## src/rtl/bcd_alu_seq.sv

```systemverilog
// bcd_alu_seq: multi-cycle decimal ADC/SBC for the 6502 core.
// One BCD digit per cycle, then flags and a done pulse.
module bcd_alu_seq #(
  parameter int DIGITS = 2
) (
  input  logic                clk,
  input  logic                rst_n,
  input  logic                start,
  input  logic                op_sbc,
  input  logic [4*DIGITS-1:0] a_in,
  input  logic [4*DIGITS-1:0] b_in,
  input  logic                c_in,
  output logic                busy,
  output logic                done,
  output logic [4*DIGITS-1:0] result,
  output logic                c_out,
  output logic                hc_out,
  output logic                n_out,
  output logic                v_out,
  output logic                z_out
);

  localparam int W = 4 * DIGITS;

  typedef enum logic [1:0] {
    IDLE = 2'd0,
    LO   = 2'd1,
    HI   = 2'd2,
    FIN  = 2'd3
  } state_t;

  state_t state_q, state_d;

  logic         op_q;
  logic [W-1:0] a_q;
  logic [W-1:0] b_q;
  logic         c_q;
  logic [3:0]   lo_q;
  logic         lf_q;
  logic [3:0]   hi_q;
  logic         hf_q;
  logic         done_q;
  logic [W-1:0] res_q;
  logic         cf_q;
  logic         hcf_q;
  logic         nf_q;
  logic         vf_q;
  logic         zf_q;

  logic [4:0]   lo_step;
  logic [4:0]   hi_step;
  logic         hi_cin;
  logic [W-1:0] bp;
  logic [W-1:0] bsum;
  logic         v_bin;

  // Returns {carry-or-borrow, adjusted digit}.
  function automatic logic [4:0] dstep(
    input logic       sbc,
    input logic [3:0] x,
    input logic [3:0] y,
    input logic       cin
  );
    logic [4:0]        s;
    logic signed [5:0] d;
    s = {1'b0, x} + {1'b0, y} + {4'd0, cin};
    d = $signed({2'b00, x}) - $signed({2'b00, y})
        - $signed({5'd0, ~cin});
    if (sbc) begin
      if (d < 0) dstep = {1'b1, d[3:0] - 4'd6};
      else       dstep = {1'b0, d[3:0]};
    end else begin
      if (s > 5'd9) dstep = {1'b1, s[3:0] + 4'd6};
      else          dstep = {1'b0, s[3:0]};
    end
  endfunction

  // SBC carries "no borrow" into the next digit.
  assign hi_cin  = op_q ? ~lf_q : lf_q;
  assign lo_step = dstep(op_q, a_q[3:0], b_q[3:0], c_q);
  assign hi_step = dstep(op_q, a_q[W-1:W-4], b_q[W-1:W-4], hi_cin);

  assign bp    = op_q ? ~b_q : b_q;
  assign bsum  = a_q + bp + {{(W-1){1'b0}}, c_q};
  assign v_bin = (a_q[W-1] == bp[W-1]) && (bsum[W-1] != a_q[W-1]);

  always_ff @(posedge clk or negedge rst_n) begin
    if (!rst_n) state_q <= IDLE;
    else        state_q <= state_d;
  end

  always_comb begin
    state_d = state_q;
    unique case (state_q)
      IDLE: if (start) state_d = LO;
      LO:   state_d = HI;
      HI:   state_d = FIN;
      FIN:  state_d = IDLE;
    endcase
  end

  always_comb begin
    busy = (state_q != IDLE);
    done = done_q;
  end

  always_ff @(posedge clk or negedge rst_n) begin
    if (!rst_n) begin
      op_q   <= 1'b0;
      a_q    <= '0;
      b_q    <= '0;
      c_q    <= 1'b0;
      lo_q   <= 4'd0;
      lf_q   <= 1'b0;
      hi_q   <= 4'd0;
      hf_q   <= 1'b0;
      done_q <= 1'b0;
      res_q  <= '0;
      cf_q   <= 1'b0;
      hcf_q  <= 1'b0;
      nf_q   <= 1'b0;
      vf_q   <= 1'b0;
      zf_q   <= 1'b0;
    end else begin
      done_q <= (state_q == FIN);
      unique case (state_q)
        IDLE: begin
          if (start) begin
            op_q <= op_sbc;
            a_q  <= a_in;
            b_q  <= b_in;
            c_q  <= c_in;
          end
        end
        LO: {lf_q, lo_q} <= lo_step;
        HI: {hf_q, hi_q} <= hi_step;
        FIN: begin
          res_q <= {hi_q, lo_q};
          cf_q  <= op_q ? ~hf_q : hf_q;
          hcf_q <= lf_q;
          nf_q  <= hi_q[3];
          vf_q  <= v_bin;
          zf_q  <= ({hi_q, lo_q} == 8'h00);
        end
      endcase
    end
  end

  assign result = res_q;
  assign c_out  = cf_q;
  assign hc_out = hcf_q;
  assign n_out  = nf_q;
  assign v_out  = vf_q;
  assign z_out  = zf_q;

endmodule

```

## config.mk

```make
export PLATFORM = sky130hd
export DESIGN_NAME = bcd_alu_seq
export DESIGN_NICKNAME = d
export VERILOG_FILES = /design/src/rtl/bcd_alu_seq.sv
export SDC_FILE = /design/constraint.sdc
export NUM_CORES = 1
export LEC_CHECK = 0
export CAP_MARGIN = 20
export CORE_ASPECT_RATIO = 1.25
export CORE_MARGIN = 2
export CORE_UTILIZATION = 42
export CTS_CLUSTER_DIAMETER = 120
export CTS_CLUSTER_SIZE = 25
export DETAILED_ROUTE_END_ITERATION = 16
export PLACE_DENSITY = 0.62
export SYNTH_ARGS = -nofsm -noshare
export SYNTH_HDL_FRONTEND = slang
export SYNTH_SLANG_ARGS = --single-unit
```

## constraint.sdc

```tcl
create_clock -name clk -period 4.2 [get_ports clk]
set_input_delay 1.26 -clock clk [delete_from_list [all_inputs] [get_ports clk]]
set_output_delay 1.26 -clock clk [all_outputs]
set_load 0.005 [all_outputs]
```

==> flow_metrics.py <==
metrics = {
    "run_status": {
        "outcome": "completed",
    },
    "logic_synthesis": {
        "synth-compound-area-share": 0.114,
        "async_flop_share": 1.00,
        "ys.flop_type": "dfrtp_1",
        "ys_seq_area_frac": 0.343,
        "synth_xor_area_frac": 0.0849,
        "synth_cells": 285,
        "synth_cell_type_count": 49,
        "synth_top_area_share": 0.343,
        "yosys.area_share.adder": 0.174,
        "syn_nets": 346,
        "synth_edf_count": 0,
        "yosys.area.top_type": "dfrtp_1",
        "avgSynthCellArea_um2": 11.0,
        "synth_top_family_by_area": "adder cells",
        "synth_seq_cells": 43,
        "muxShareOfSynthArea": 0.139,
        "synth.area.top_cells": "dfrtp_1, ha_1, mux2_2",
        "netlist_area_um2": 3140,
        "synthSimpleGateAreaFrac": 0.0884,
        "ys.warnings.count": 0,
    },
    "clock_tree": {
        "ctsResizeCount": 0,
        "cts-root-buf": "clkbuf_8",
        "cts_tree": "done",
        "holdBufCountCts": 0,
        "post-cts-setup-buffers": 0,
        "cts_buffers": 5,
        "cts_buffer_depth": 2,
        "clock-sinks": 43,
        "insertion_delay_ns": 0.29,
        "htree_levels": 2,
        "path_clk_slew_ns": 0.08,
    },
    "sta": {
        "slew_headroom": 0.370,
        "fin_crit_sh": 0.694,
        "finalMaxSlewViolations": 0,
        "clock_skew_ns": 0.00679,
        "tightest_slew_ns": 0.945,
        "timing.fmax_mhz": 343,
        "setup_violations": 0,
        "hold_slack_ns": 0.507,
        "rsz0062_at_grt": "no",
        "fin_setup_tns_ns": 0,
        "min_period_ns": 2.92,
        "hold_viol": 0,
    },
    "route": {
        "firstDrtPassIters": 4,
        "wirelength_mm": 5.45,
        "viasPerCell": 5.03,
        "postRouteAntennaNets": 0,
        "vias": 2063,
        "dr.first_iter.drc_count": 54,
        "drcViolationCount": 0,
        "wire_per_inst_um": 13.3,
    },
    "critical_path": {
        "crit_path_cell_trace": "inv_1 > ha_1 > inv_1 > clkdlybuf4s50_1",
        "worstPathMaxFanout": 4,
        "regToRegEndpoint": "hi_q[1]",
        "crit_type": "flop to primary output",
        "max_stage_delay_ns": 0.52,
        "crit_start": "state_q[0]",
        "cpMostUsedCell": "inv_1",
        "crit_slowest_cell": "clkdlybuf4s50_1",
        "timing.rr.start": "lf_q",
        "cp-end-kind": "primary output",
        "critPathArrivalTime_ns": 1.66,
        "reg2reg_slack_ns": 1.45,
        "startpoint_type": "flop",
        "reg2reg_depth": 10,
        "worstPathRequired_ns": 2.94,
    },
    "final_layout": {
        "area_growth_pct": 16.6,
        "nets": 378,
        "multi_input_area_um2": 1880,
        "layout_commonest_cell": "dfrtp_1",
        "layout_common_cells": "dfrtp_1, ha_1, clkdlybuf4s50_1",
        "register_area_um2": 1080,
        "nFillCells": 682,
        "drive_gt1_frac": 0.192,
        "diodes": 0,
        "stdcell_count": 410,
    },
    "global_routing": {
        "track_usage": 0.153,
        "overflow": 0,
        "grt_pass1_wl_mm": 9.86,
        "grt_pass1_vias": 2161,
        "antenna_found_initial": 0,
        "grt_max_degree": 44,
    },
    "placement": {
        "place_inst": 402,
        "dp_hpwl_mm": 4.30,
        "gp_congestion": 0.785,
        "io_buffers": 35,
    },
    "floorplanning": {
        "die_y_um": 101,
        "coreArea_um2": 7310,
        "initial_core_util": 0.429,
        "io_pins": 36,
        "dieArea_um2": 8190,
        "die_w_um": 81.3,
        "rows": 35,
    },
    "hold_path": {
        "min_path_type": "flop to flop",
        "hold_path.startpoint": "result[6]",
        "hold_path_depth": 1,
        "min_to": "result[6]",
    },
    "job": {
        "maxCapViolations": 0,
    },
}
Yosys cell counts, types with 5 or more instances:
library cell / n
mux2_2: 31
fa_1: 6
xnor2_1: 11
inv_1: 31
dfrtp_1: 43
a21oi_1: 9
ha_1: 34
clkbuf_1: 5
xor2_1: 12
nand3_1: 7
nor2_1: 15
nand2_1: 9
worst max path at each step:
stage	end	slack [ns]	cells after the start
after global placement	b_q[7]	1.43	3
after global routing	hf_q	1.16	10
final	busy	1.28	4
after detailed placement	a_q[1]	1.40	3
after CTS	busy	1.28	4
after floorplan	hi_q[1]	1.35	12
flip-flops by register name, indices dropped and copies added, names as in the netlist, 2 cells and up:
name     count
result       8
b_q          8
state_q      2
lo_q         4
a_q          8
hi_q         4
kinds of logic after synthesis:
kind of cell	after synthesis
xor+xnor	27
mux	39
buf+inv	42
compound gates	43
fa+ha+maj	40
simple gates	51
flops	43
critical path: cells and delay by family (launching register included):
family | cells | cell delay, ns
buffers and inverters | 3 | 0.75
adder cells (fa/ha/maj) | 1 | 0.23
flip-flops | 1 | 0.39
stage by stage:
stage | setup slack [ns] | cell area [µm²] | utilization
floorplan | 1.35 | 3140 | -
global placement | 1.43 | 3540 | 0.485
detailed placement | 1.40 | 3540 | 0.485
CTS | 1.28 | 3660 | 0.501
global route | 1.16 | 3660 | 0.501
finish | 1.28 | 3660 | 0.501
layer usage:
layer / GRT usage / up-vias / wire length [µm]
met5: 0 / - / 0
met1: 0.198 / 980 / 2560
met2: 0.260 / 42 / 2680
li1: - / 1039 / -
met4: 0.0430 / 0 / 52
met3: 0.0269 / 2 / 159
cell type report:
class / count / share of cell area
well taps: 92 / 0.0314
clock inverters: 2 / 0.00957
inverters: 31 / 0.0318
repair buffers: 36 / 0.0963
flip-flops and latches: 43 / 0.294
multi-input cells: 200 / 0.515
clock buffers: 6 / 0.0225
Power is not shown: default switching activity piles up to over one toggle a cycle in this logic, so the estimate is an artifact.
